## config.mk

```make
export PLATFORM = sky130hd
export DESIGN_NAME = mem_arbiter
export DESIGN_NICKNAME = d
export VERILOG_FILES = /design/src/rtl/mem_arbiter_pkg.sv /design/src/rtl/rr_pick2.sv /design/src/rtl/mem_arbiter.sv
export SDC_FILE = /design/constraint.sdc
export NUM_CORES = 1
export LEC_CHECK = 0
export ABC_AREA = 1
export BUFFER_PORTS_ARGS = -buffer_cell sky130_fd_sc_hd__buf_2
export CAP_MARGIN = 40
export CORE_AREA = 2 2 106 108
export DETAILED_ROUTE_END_ITERATION = 8
export DIE_AREA = 0 0 108 110
export PLACE_DENSITY = 0.8
export SYNTH_ARGS = -nofsm -noshare
export SYNTH_HDL_FRONTEND = slang
export SYNTH_HIERARCHICAL = 1
export SYNTH_SLANG_ARGS = --single-unit
```

## constraint.sdc

```tcl
create_clock -name clk -period 1.5 [get_ports clk]
set_clock_uncertainty 0.05 [all_clocks]
set_input_delay 0.3 -clock clk [delete_from_list [all_inputs] [get_ports clk]]
set_output_delay 0.3 -clock clk [all_outputs]
set_load 0.01 [all_outputs]
```

## src/rtl/mem_arbiter_pkg.sv

```systemverilog
// Shared types and default sizing for the two-requester memory arbiter.
package mem_arbiter_pkg;
  localparam int DEF_DWIDTH  = 32;
  localparam int DEF_AWIDTH  = 16;
  localparam int DEF_TIMEOUT = 16;

  typedef enum logic [1:0] {IDLE, ISSUE, RESP} arb_state_e;
endpackage

```

## src/rtl/rr_pick2.sv

```systemverilog
// Two-way round-robin pick: the pointer breaks ties, a lone requester always wins.
module rr_pick2 (
  input  logic [1:0] valid,
  input  logic       ptr,
  output logic       gnt,
  output logic       any
);
  assign any = |valid;
  assign gnt = (&valid) ? ptr : valid[1];
endmodule

```

## src/rtl/mem_arbiter.sv

```systemverilog
// Arbitrates two requesters onto one memory-controller port with a timeout abort
// and a four-phase Ready/Valid handshake back to the winning requester.
module mem_arbiter
  import mem_arbiter_pkg::*;
#(
  parameter int DWIDTH  = DEF_DWIDTH,
  parameter int AWIDTH  = DEF_AWIDTH,
  parameter int TIMEOUT = DEF_TIMEOUT
) (
  input  logic              clk,
  input  logic              rst_n,
  input  logic [1:0]        Valid,
  input  logic [1:0]        RW,
  input  logic [AWIDTH-1:0] Addr0,
  input  logic [AWIDTH-1:0] Addr1,
  input  logic [DWIDTH-1:0] WData0,
  input  logic [DWIDTH-1:0] WData1,
  output logic [1:0]        Ready,
  output logic [DWIDTH-1:0] RData,
  output logic [1:0]        Err,
  output logic              mValid,
  output logic              mRW,
  output logic [AWIDTH-1:0] mAddr,
  output logic [DWIDTH-1:0] mWData,
  input  logic              mReady,
  input  logic [DWIDTH-1:0] mRData
);
  localparam int CW = $clog2(TIMEOUT + 1);
  localparam logic [CW-1:0] TO_LAST = CW'(TIMEOUT - 1);
  localparam logic [CW-1:0] TO_SAT  = CW'(TIMEOUT);

  arb_state_e    state, state_nxt;
  logic          ptr, g, err_q;
  logic          pick, any;
  logic [CW-1:0] cnt;

  rr_pick2 u_pick (.valid(Valid), .ptr(ptr), .gnt(pick), .any(any));

  always_ff @(posedge clk or negedge rst_n) begin
    if (!rst_n) state <= IDLE;
    else        state <= state_nxt;
  end

  always_comb begin
    state_nxt = state;
    unique case (state)
      IDLE:    if (any && !mReady) state_nxt = ISSUE;
      ISSUE:   if (mReady || cnt == TO_LAST) state_nxt = RESP;
      RESP:    if (!Valid[g]) state_nxt = IDLE;
      default: state_nxt = IDLE;
    endcase
  end

  always_ff @(posedge clk or negedge rst_n) begin
    if (!rst_n) begin
      ptr    <= 1'b0;
      g      <= 1'b0;
      err_q  <= 1'b0;
      cnt    <= '0;
      mRW    <= 1'b1;
      mAddr  <= '0;
      mWData <= '0;
      RData  <= '0;
    end else begin
      unique case (state)
        IDLE: if (any && !mReady) begin
          g      <= pick;
          mRW    <= RW[pick];
          mAddr  <= pick ? Addr1 : Addr0;
          mWData <= pick ? WData1 : WData0;
          cnt    <= '0;
          err_q  <= 1'b0;
          RData  <= '0;
        end
        ISSUE: begin
          if (mReady) begin
            RData <= mRW ? mRData : '0;
          end else if (cnt == TO_LAST) begin
            err_q <= 1'b1;
            RData <= '0;
          end
          if (cnt != TO_SAT) cnt <= cnt + 1'b1;
        end
        // Point at the other requester so a pending peer is never skipped twice.
        RESP: if (!Valid[g]) ptr <= ~g;
        default: ;
      endcase
    end
  end

  assign mValid = (state == ISSUE);
  assign Ready  = (state == RESP) ? (g ? 2'b10 : 2'b01) : 2'b00;
  assign Err    = (state == RESP && err_q) ? (g ? 2'b10 : 2'b01) : 2'b00;
endmodule

```

# [Word-level counts from Yosys, hierarchy flattened]
# Cells that the tools add are included.
[word_totals] regBits=91 inputBits=135 out_inout_bits=86 word_cells=65
[op_classes] n_addsub=1 magnitude_cmp=2 n_eq_ne=11 muxes=26 bitwise_logic=2 n_reduce_logical=14
[op_table] operator="32-bit 2-to-1 mux" count=5
[op_table] operator="32-bit case mux with 2 select lines" count=1
[op_table] operator="16-bit 2-to-1 mux" count=1
[op_table] operator="2-bit 2-to-1 mux" count=6
[op_table] operator="5-bit 2-to-1 mux" count=2
[op_table] operator="5-bit case mux with 2 select lines" count=1
[op_table] operator="3-bit AND reduction" count=3
[op_table] operator="1-bit 2-to-1 mux" count=8
[op_table] operator="2-bit by 1-bit inequality test with 1-bit output (second input constant)" count=3
[op_table] operator="2-bit inequality test (second input constant)" count=3
[op_table] operator="2-bit case mux with 3 select lines" count=1
[op_table] operator="2-bit AND reduction" count=3
[op_table] operator="5-bit by 1-bit adder with 5-bit output (second input constant)" count=1
[op_table] operator="5-bit by 4-bit == test with 1-bit output (second input constant)" count=1
[op_table] operator="5-bit inequality test (second input constant)" count=1
[op_table] operator="1-bit by 2-bit less-than comparator with 1-bit output (second input constant)" count=2
[op_table] operator="4-bit AND reduction" count=1
[op_table] operator="3-bit by 1-bit inequality test with 1-bit output (second input constant)" count=1
[op_table] operator="2-bit by 1-bit == test with 1-bit output (second input constant)" count=1
[op_table] operator="2-bit == test (second input constant)" count=1
[op_table] operator="1-bit logical AND" count=2
[op_table] operator="2-bit logical NOT" count=1
[op_table] operator="1-bit inverter" count=2
[op_table] operator="1-bit case mux with 2 select lines" count=1
[op_table] operator="4 further kinds" count=4

# [Longest topological paths before layout]
# Gate-level depths: netlist (run 1).
[logic_depth] depth_word=4 mapped_depth=10 depth_no_buf=9

# [Hierarchy]
# The synthesis (run 1) kept the hierarchy.
[modules_own_cells] module="mem_arbiter" n_inst=1 cells_per_inst=586 area_each_um2=4289.1 seq_area_each_um2=2278.4
[modules_own_cells] module="rr_pick2" n_inst=1 cells_per_inst=5 area_each_um2=22.5 seq_area_each_um2=0.0

# [Least setup slack after synthesis (run 1)]
# No wires, ideal clock.
[synth_timing] kind="register to register" from="register cnt[0]" to="register RData[0]" setup_time_ns=0.065 arrival_time_ns=1.371 required_ns=1.385 path_slack_ns=0.014 stages_incl_launch_ff=11 n_path_buf=1 synth_period_minus_slack_ns=1.486 path_cell_list="dfrtp_1 ha_1 nand2_1 nor2_1 ha_1 inv_1 nand3_2 nand2_4 buf_6 nand2_1 nand2_1"
[synth_via] elab_chain_cells=3
[synth_lines] item="from (decl)" line_no="mem_arbiter.sv:35" rtl="logic [CW-1:0] cnt;"
[synth_lines] item="from (signal assigned)" line_no="mem_arbiter.sv:82" rtl="if (cnt != TO_SAT) cnt <= cnt + 1'b1;"
[synth_lines] item="5-bit by 4-bit == test with 1-bit output" line_no="mem_arbiter.sv:78" rtl="end else if (cnt == TO_LAST) begin"
[synth_lines] item="3-bit by 1-bit inequality test with 1-bit output (no source line)"
[synth_lines] item="3-bit AND reduction (no source line)"
[synth_lines] item="to (signal assigned)" line_no="mem_arbiter.sv:77" rtl="RData <= mRW ? mRData : '0;"
[synth_lines] item="to (decl)" line_no="mem_arbiter.sv:19" rtl="output logic [DWIDTH-1:0] RData,"
# No other way between the ends.
# A chain may end at the register's enable or synchronous reset.

# [Worst setup path in the final report (run 1)]
[layout_timing] from="register state[1]" to="output Ready[0]"
[layout_via] elab_chain_cells=2
[layout_lines] item="from (decl)" line_no="mem_arbiter.sv:32" rtl="arb_state_e state, state_nxt;"
[layout_lines] item="from (signal assigned)" line_no="mem_arbiter.sv:41" rtl="else state <= state_nxt;"
[layout_lines] item="2-bit == test" line_no="mem_arbiter.sv:92" rtl="assign Ready = (state == RESP) ? (g ? 2'b10 : 2'b01) : 2'b00;"
[layout_lines] item="2-bit 2-to-1 mux" line_no="mem_arbiter.sv:92"
[layout_lines] item="to (decl)" line_no="mem_arbiter.sv:18" rtl="output logic [1:0] Ready,"
# No other way between the ends.

==> metrics.txt, run 1 <==
status=complete, but fails checks; failing checks=setup timing; ant diodes=0; Starting Density=0.403; CTS tree=yes; DP Area=0.00570 mm^2; Worst path top cell family by delay=flip-flops; worst IR drop on VDD=0.750 mV; met3 Resource Use GR=0.0364; RePlAce Congestion=0.811; Slowest Stage Delay on Critical Path=0.39 ns; Initial DRC Count=259; M2 GR Usage=0.341; total wire length=13.8 mm; design area=0.00672 mm^2; die area=0.0119 mm^2; Synth Flop Type=dfrtp_1; GRT Util Overall=0.198; worst slew pin tran=0.481 ns; largest net degree at the start of global routing=92; Avg Inst Size Synth=7.30 um^2; RSZ-0062 raised after global routing=true; Clock Latency Late Sink=0.37 ns; Sw Ratio=0.403; Port Buf Inserts=220; Die W=108 um; final setup violation count=42; P&R area growth vs syn=55.9%; chip height=110 um; via/cell ratio=4.64; Core Region=0.0107 mm^2; # Max-Cap Violations=0; buffer and inverter count on the worst path=4; CP arrival=1.35 ns; fin nets=981; fin crit share=1.13; register area share after synthesis=0.528; post-synthesis register bit count=91; clock sink count=91; Synth Instances=591; critical path class=reg -> out; sequential fraction of design power=0.356; Max Slew Vio Count=0; Area contributors post-synth=dfrtp_1, nand2_1, buf_2; Slew HR=0.679; Worst setup SP type=flip-flop; Detailed Place HPWL=8.15 mm; Max Root-Sink Buffers=2; Pleak=4.07 nW; Layout Utilization=0.628; Hold Fails Final Rpt=0; CP Cell Sequence=inv_2 -> nor2_4 -> inv_4 -> buf_6 -> nor2_4 -> buf_6; DRC viols=0; Syn Nets=729; Num CTS Buffers=9; Post-synth ARST share=1.00; initial antenna violation count=0; M1 GR Usage=0.252; grt peak-use layer=met2; Final min period=1.70 ns; num rows=38; Clock Pin Slew Worst Setup and Hold Paths=0.09 ns; clk root buf=clkbuf_8; layout cells sized above 1=0.462; clock network power share=0.155; switching power=4.43 mW; internal power=6.56 mW; vias=4580; logic gate share of total power=0.488; Hold WC Path Type=in -> reg; P per Cell Area=1640 mW/mm^2; Synthesis Warnings=6; first-pass GRT wire length=18.6 mm; post-synth design cell area=0.00431 mm^2; crit-path max FO=4; vias in the first global route=4045; FMAX=589 MHz; First-pass DRT Iterations=4; Crit. End Element=output port; slowest CP cell=dfrtp_1; wire per inst=14.0 um; post-route ant nets=0; Post-synth EDFFs=0; Ports=221; Yosys top cell area share=0.522; H-tree Lvls=3; post-route setup slack=-0.198 ns; grt ovf=0; WP data required=1.15 ns; count of cell types in the netlist=23; Yosys top cell by area=dfrtp_1; pre-CTS setup slack=-0.0388 ns
## cell families (layout without fill, tap and decap cells)
kind of cell / Yosys count / in the layout / synth area share
AOI/OAI and AO/OA: 6 / 6 / 0.00958
adders and majority gates: 3 / 3 / 0.00871
buffers and inverters: 48 / 305 / 0.0534
DFF: 91 / 91 / 0.528
and+or+nand+nor: 443 / 443 / 0.400
## worst min-delay path, delay by kind of cell
kind / cells / cell delay (ns)
buffers and inverters: 1 / 0.08
AND/OR/NAND/NOR: 2 / 0.09
## metrics by stage
stage          setup TNS (ns)  hold WS (ns)  power [mW]  std cells
3_3_place_gp                0         0.332        7.67        945
5_1_grt                 -6.39        0.0693        11.7        988
2_1_floorplan               0       -0.0456        5.99        591
3_5_place_dp           -0.834         0.333        7.77        945
6_report                -4.21        0.0780        11.0        988
4_1_cts                 -1.67        0.0642        9.97        975
## worst paths after layout
| check | startpoint | end | slack (ns) | depth (start not counted) |
|---|---|---|---|---|
| worst max register to register | cnt[1]$_DFFE_PN0P_ | state[1]$_DFFE_PN0P_ | -0.14 | 11 |
| worst min-delay path | mRData[20] | RData[20]$_DFFE_PN0P_ | 0.08 | 3 |
| worst max-delay path | state[1]$_DFFE_PN0P_ | Ready[0] | -0.20 | 6 |
| max in group asynchronous | rst_n | mAddr[12]$_DFFE_PN0P_ | 0.54 | 3 |
| worst min register to register | mWData[17]$_DFFE_PN0P_ | mWData[17]$_DFFE_PN0P_ | 0.43 | 2 |
| min in group asynchronous | rst_n | RData[30]$_DFFE_PN0P_ | 0.47 | 3 |
## state kept, by name, indices dropped and copies added (netlist names)
name    cells
state       2
mRW         1
ptr         1
err_q       1
mWData     32
cnt         5
mAddr      16
RData      32
g           1
## power by group through the flow
stage,clock (mW),combinational (mW),sequential (mW)
3_3_place_gp,0,3.82,3.85
4_1_cts,1.75,4.39,3.83
2_1_floorplan,0,1.74,4.25
5_1_grt,1.84,5.88,4.02
6_report,1.71,5.37,3.92
3_5_place_dp,0,3.92,3.85
## final cells by class
class / count / area [um^2]
repair buffers: 268 / 1770
inverters: 21 / 106
clock buffers: 10 / 138
multi-input cells: 452 / 2190
flip-flops and latches: 91 / 2280
well taps: 140 / 175
fillers: 924 / 3980
clock inverters: 6 / 65.1
## synthesized netlist by cell type, drive strengths merged, types with 2 or more instances
| master | count |
|---|---|
| buf | 21 |
| nor2 | 7 |
| inv | 21 |
| o21ai | 5 |
| ha | 3 |
| nand3 | 10 |
| nand4 | 2 |
| nand2 | 420 |
| clkbuf | 6 |
| nor3 | 3 |
| dfrtp | 90 |
## layout by cell type, fill, tap and decap left out, types with 3 or more instances in the layout
| cell | instances |
|---|---|
| nand2_2 | 59 |
| nand2_1 | 341 |
| clkbuf_16 | 6 |
| inv_1 | 11 |
| ha_2 | 3 |
| buf_8 | 3 |
| buf_2 | 216 |
| clkbuf_8 | 10 |
| buf_6 | 15 |
| buf_4 | 18 |
| nand3_1 | 7 |
| nor2_1 | 3 |
| inv_2 | 5 |
| o21ai_0 | 3 |
| buf_12 | 9 |
| dfrtp_1 | 88 |
| nand2_4 | 19 |
| nor2_4 | 3 |
## layer usage
layer,up-vias,part of all wire,routed length (um)
met5,-,0,0
met4,0,0.017,240
met3,21,0.071,977
met2,205,0.50,6850
met1,2084,0.42,5770
li1,2270,-,-
## repair_timing
item                                   in CTS  in global routing
cloned                                      1                 10
hold buffers                                1                  0
endpoints found under the hold margin      90                  0
pin swaps                                   5                 24
gates resized for setup                    26                128
setup endpoints to repair                  37                 94
setup buffers                              12                  7
Note: power is estimated with default switching activity, not from simulation.
==> run 2: changes to the inputs <==
Settings changed: ABC_AREA 1 to default, CORE_AREA 2 2 106 108 to 2 2 104 106, DIE_AREA 0 0 108 110 to 0 0 106 108.
==> run 2 against run 1 <==
Sequential power is 17% higher. Total power is 21% higher. Count of clock-buffer cells in the layout is the same. Sequential share of layout area is 0.56 points lower. Largest cell class unchanged. The flow still finishes with violations (setup timing). Synthesized area fell by 6.4%. Non-clock buffer count grew 15. Highest routed layer unchanged. Critical endpoint is now RData[29]$_DFFE_PN0P_. Critical path type is now reg -> reg. Final cell count is 23% lower.
==> metrics.txt, run 2 <==
status=complete, but fails checks; failing checks=setup timing; vias=3886 (-15%); H-tree Lvls=3 (unchanged); final setup violation count=91 (+120%); Worst R2R Setup Slack=-0.24 ns (-0.10 ns); post-synth design cell area=0.00403 mm^2 (-6.4%); WHS=0.119 ns (+0.0406 ns); RSZ-0062 raised after global routing=true; WP data required=1.68 ns (+0.53 ns); FMAX=574 MHz (-2.5%); First-pass DRT Iterations=4 (unchanged); clk root buf=clkbuf_8; worst IR drop on VDD=0.908 mV (+21%); critical path startpoint=cnt[1]$_DFFE_PN0P_; Num CTS Buffers=9 (unchanged); P per Cell Area=1950 mW/mm^2 (+19%); Hold Fails Final Rpt=0 (unchanged); ant diodes=0 (unchanged); Initial DRC Count=176 (-32%); CP arrival=1.93 ns (+0.58 ns); Synth Instances=347 (-41%); Worst setup SP type=flip-flop; Slowest Stage Delay on Critical Path=0.39 ns (about the same); critical path class=reg -> reg; biggest regs=RData x32, mWData x32, mAddr x16; fin nets=754 (-23%); worst slew pin tran=0.342 ns (-0.139 ns); Max Slew Vio Count=0 (unchanged); FF-to-FF path depth=7 (-4); first-pass GRT wire length=19.0 mm (+2.0%); Detailed Place HPWL=8.29 mm (+1.7%); via/cell ratio=5.13 (+11%); Post-synth EDFFs=0 (unchanged); post-synthesis register bit count=91 (unchanged); Sequential Area=0.00228 mm^2 (unchanged); Levels on crit path=7 (+1); num rows=37 (-2.6%); total wire length=13.3 mm (-4.1%); Starting Density=0.394 (-0.00876); most frequent cells in the layout=buf_2, dfrtp_1, mux2i_1; CP Cell Sequence=ha_2 -> and3_4 -> ha_4 -> nor2_4 -> o21ba_4 -> buf_6 -> a22o_1; Post-synth ARST share=1.00 (unchanged); die area=0.0114 mm^2 (-3.6%); layout cells sized above 1=0.680 (+0.217); P&R area growth vs syn=69.4%; Area contributors post-synth=dfrtp_1, mux2i_1, a22o_1; clock sink count=91 (unchanged); count of cell types in the netlist=36 (+57%); Port Buf Inserts=220 (unchanged); DRC viols=0 (unchanged); crit-path max FO=6 (+2); multi-input logic area=0.00218 mm^2 (-0.29%); Worst path top cell family by delay=compound AO/OA/AOI/OAI gates; Synthesis Warnings=6 (unchanged); initial antenna violation count=0 (unchanged); Synth Flop Type=dfrtp_1; Pleak=3.38 nW (-17%); Clock Latency Late Sink=0.35 ns (-0.02 ns); Die W=106 um (-1.9%); Post-Layout Cell Count=757 (-23%); FF-to-FF End=RData[29]$_DFFE_PN0P_; chip height=108 um (-1.8%); Filler cells=762 (-18%); most frequent cell after synthesis=dfrtp_1; register area share after synthesis=0.565 (+0.0364); post-route ant nets=0 (unchanged); largest net degree at the start of global routing=44 (-52%); slowest CP cell=dfrtp_1; fin crit share=1.16 (+0.0291); CTS tree=yes; Avg Inst Size Synth=11.6 um^2 (+59%); synth cell count leaders=dfrtp_1, nor2_1, a21oi_1, mux2i_1, a22o_1; Ports=221 (unchanged); most common cell after layout, fill and taps aside=buf_2; # Max-Cap Violations=0 (unchanged); Yosys top cell by area=dfrtp_1; Worst Setup EP=RData[29]$_DFFE_PN0P_; Slew HR=0.772 (+0.0925); Clock Pin Slew Worst Setup and Hold Paths=0.09 ns (about the same); Final min period=1.74 ns (+0.0436 ns); Layout Utilization=0.668 (+0.0397); grt ovf=0 (unchanged); post-route setup slack=-0.242 ns (-0.0436 ns); RePlAce Congestion=0.757 (-6.7%); reg2reg start=cnt[1]$_DFFE_PN0P_; Max Root-Sink Buffers=2 (unchanged); Yosys top cell area share=0.558 (+0.0360); Crit. End Element=flip-flop; wire per inst=17.5 um (+25%); DP Cell Count=710 (-25%); vias in the first global route=3941 (-2.6%); GRT Util Overall=0.210 (+0.0115); buffer and inverter count on the worst path=1 (-3); Syn Nets=485 (-33%); Hold WC Path Type=in -> reg; Core Region=0.0102 mm^2 (-4.4%)
## run 2: metrics by stage
stage                     setup WS [ns]  cell area (um^2)  power [mW]  TNS (ns)
after detailed placement         -0.148              5500        8.97     -6.81
final                            -0.242              6830        13.3    -14.88
after global placement          -0.0709              5500        8.77     -3.19
after floorplan                 -0.0955              4080        6.91     -2.87
after CTS                        -0.265              6230        12.1    -15.62
after global routing             -0.291              6830        14.1    -20.11
## run 2: kinds of logic after synthesis
kind of cell	synth area share
simple gates	0.0893
mux	0.127
flops	0.565
buf+inv	0.0493
compound gates	0.160
fa+ha+maj	0.00931
## run 2: cell type report
cell class | instances | share of cell area
timing repair buffer | 283 | 0.285
multi-input combinational | 225 | 0.319
clock inverter | 6 | 0.0130
clock buffer | 10 | 0.0201
sequential | 91 | 0.334
tap | 136 | 0.0249
inverter | 6 | 0.00403
## run 2: report_power, final
group / internal, mW / total [mW] / switching (mW)
Clock: 0.984 / 1.86 / 0.876
Combinational: 3.56 / 6.89 / 3.33
Sequential: 3.62 / 4.58 / 0.967
Total: 8.16 / 13.3 / 5.17
## run 2: per-layer routing
layer | part of all wire | GRT usage
met1 | 0.38 | 0.249
met2 | 0.53 | 0.379
met3 | 0.067 | 0.0440
met4 | 0.019 | 0.0714
met5 | 0 | 0
## run 2: repair_timing
item,CTS,global route
hold endpoints to repair,20,0
endpoints found under the setup margin,67,92
hold buffers,1,0
gates cloned,9,4
pin swaps,3,22
resized for setup,32,164
buffers inserted,15,9
## run 2: worst min-delay path by stage
| stage | startpoint | to | depth (start not counted) |
|---|---|---|---|
| 6_report | mRData[4] | RData[4]$_DFFE_PN0P_ | 2 |
| 5_1_grt | mRData[14] | RData[14]$_DFFE_PN0P_ | 2 |
| 4_1_cts | mRData[20] | RData[20]$_DFFE_PN0P_ | 2 |
| 3_5_place_dp | rst_n | RData[13]$_DFFE_PN0P_ | 1 |
| 3_3_place_gp | rst_n | RData[14]$_DFFE_PN0P_ | 1 |
| 2_1_floorplan | rst_n | RData[0]$_DFFE_PN0P_ | 0 |
==> run 3: changes to the inputs <==
Settings changed: CORE_AREA 2 2 104 106 to 2 2 119 92, DIE_AREA 0 0 106 108 to 0 0 121 94.
==> run 3 against run 2 <==
The run still ends with setup timing left. Routed wire length fell by 5.7%. Maximum frequency is 2.4% higher. Non-clock buffer count is 14 lower. Flip-flop and latch count unchanged. First-iteration DRC count shrank 29%. Utilization shrank 0.085 points. Via count fell by 2.3%. Hold slack better by 0.028 ns. Sequential power is 0.9% higher. Clock power grew 29%. Die area fell by 0.65%. Register-to-register slack improved by 0.04 ns. Largest cell class unchanged.
==> metrics.txt, run 3 (synthesized netlist as in run 2, its figures left out) <==
status=complete, but fails checks; failing checks=setup timing; fin nets=740 (-1.9%); Starting Density=0.398 (+0.00394); post-route ant nets=0 (unchanged); crit-path max FO=32 (+26); die area=0.0114 mm^2 (-0.65%); Post-Layout Cell Count=742 (-2.0%); H-tree Lvls=3 (unchanged); met2 WL post-DR=6.42 mm (-8.9%); Hold Fails Final Rpt=0 (unchanged); P&R area growth vs syn=67.5%; worst slew pin tran=0.339 ns (-0.00345 ns); worst IR drop on VDD=1.01 mV (+12%); most frequent cells in the layout=buf_2, dfrtp_1, mux2i_1; # Max-Cap Violations=0 (unchanged); CTS tree=yes; CP arrival=1.86 ns (-0.07 ns); Clock Latency Late Sink=0.33 ns (-0.02 ns); initial antenna violation count=0 (unchanged); RSZ-0062 raised after global routing=true; DRC viols=0 (unchanged); DP Cell Count=700 (-1.4%); num rows=32 (-14%); Filler cells=740 (-2.9%); Num CTS Buffers=9 (unchanged); Core Region=0.0101 mm^2 (-0.99%); most common cell after layout, fill and taps aside=buf_2; Final min period=1.70 ns (-0.0401 ns); final setup TNS=-11.97 ns (+2.91 ns); DP Area=0.00543 mm^2 (-1.1%); GRT Util Overall=0.192 (-0.0175); P per Cell Area=2020 mW/mm^2 (+3.5%); clock network power share=0.176 (+0.036); grt ovf=0 (unchanged); clk root buf=clkbuf_16; Die W=121 um (+14%); vias in the first global route=3595 (-8.8%); logic gate share of total power=0.485 (-0.032); pre-CTS setup slack=-0.153 ns (-0.00443 ns); fin crit share=1.13 (-0.0268); met1 wire length=5.13 mm (+0.79%); Max Slew Vio Count=0 (unchanged); WP data required=1.66 ns (-0.02 ns); Clock Pin Slew Worst Setup and Hold Paths=0.06 ns (-0.03 ns); via/cell ratio=5.12 (-0.32%); Sw Ratio=0.375 (-0.0126); First-pass DRT Iterations=4 (unchanged); Layout Utilization=0.667 (-0.000851); biggest regs=RData x32, mWData x32, mAddr x16; Worst setup SP type=flip-flop; internal power=8.52 mW (+4.4%); Ports=221 (unchanged); Port Buf Inserts=220 (unchanged); Total Power=13.6 mW (+2.3%); ant diodes=0 (unchanged); first-pass GRT wire length=17.2 mm (-9.7%); wire per inst=16.9 um (-3.8%); switching power=5.12 mW (-1.0%); vias=3797 (-2.3%); clock sink count=91 (unchanged); total wire length=12.5 mm (-5.7%); layout cells sized above 1=0.665 (-0.0145); Crit. End Element=flip-flop; chip height=94 um (-13%); Detailed Place HPWL=7.90 mm (-4.7%); Hold WC Path Type=in -> reg; sequential fraction of design power=0.338 (-0.006); Top Layer Used=met4; post-route setup slack=-0.202 ns (+0.0401 ns); Slew HR=0.774 (+0.00230); critical path class=reg -> reg; final setup violation count=88 (-3.3%); Max Root-Sink Buffers=2 (unchanged); RePlAce Congestion=0.836 (+10%); Initial DRC Count=125 (-29%); FMAX=588 MHz (+2.4%); WHS=0.147 ns (+0.0284 ns); Pleak=3.32 nW (-1.6%); WL met3=802 um (-10%); largest net degree at the start of global routing=43 (-2.3%); design area=0.00676 mm^2 (-1.1%)
run 3: final timing paths:
kind                            depth (start not counted)             startpoint  slack, ns                     to
worst max-delay path                                    7     cnt[1]$_DFFE_PN0P_      -0.20   RData[6]$_DFFE_PN0P_
worst min-delay path                                    2             mRData[16]       0.15  RData[16]$_DFFE_PN0P_
worst max register to register                          7     cnt[1]$_DFFE_PN0P_      -0.20   RData[6]$_DFFE_PN0P_
worst min register to register                          1  RData[24]$_DFFE_PN0P_       0.45  RData[24]$_DFFE_PN0P_
max in group asynchronous                               3                  rst_n       0.50        mRW$_DFFE_PN1P_
min in group asynchronous                               2                  rst_n       0.34  RData[16]$_DFFE_PN0P_
run 3: cell type report:
| type | count | area, um^2 | area share |
|---|---|---|---|
| sequential | 91 | 2280 | 0.337 |
| multi-input combinational | 225 | 2180 | 0.323 |
| timing repair buffer | 269 | 1780 | 0.263 |
| clock buffer | 11 | 243 | 0.0359 |
| tap | 136 | 170 | 0.0252 |
| clock inverter | 4 | 75.1 | 0.0111 |
| inverter | 6 | 27.5 | 0.00407 |
run 3: repair_timing:
action,in CTS,in global routing
pin swaps,4,6
setup buffers,16,6
endpoints found under the setup margin,57,91
resized for setup,14,161
gates cloned,3,4
hold buffers,1,0
hold endpoints to repair,17,0
run 3: power groups by stage:
stage / registers (mW) / logic, mW / clock network [mW]
2_1_floorplan: 4.79 / 2.12 / 0
3_3_place_gp: 4.29 / 4.43 / 0
3_5_place_dp: 4.30 / 4.63 / 0
4_1_cts: 4.28 / 5.30 / 2.45
5_1_grt: 4.75 / 7.13 / 2.55
6_report: 4.62 / 6.62 / 2.40
run 3: routing by layer:
layer / track usage / vias to the layer above
li1: - / 1747
met1: 0.239 / 1865
met2: 0.330 / 166
met3: 0.0492 / 19
met4: 0.0591 / 0
met5: 0 / -
run 3: critical path, cell delays in order, from the launching register on:
cell and delay, ns:
dfrtp_1 0.38, ha_2 0.21, and3_4 0.19, ha_4 0.14
nor2_2 0.04, o21ba_4 0.20, buf_12 0.16, a22o_1 0.20
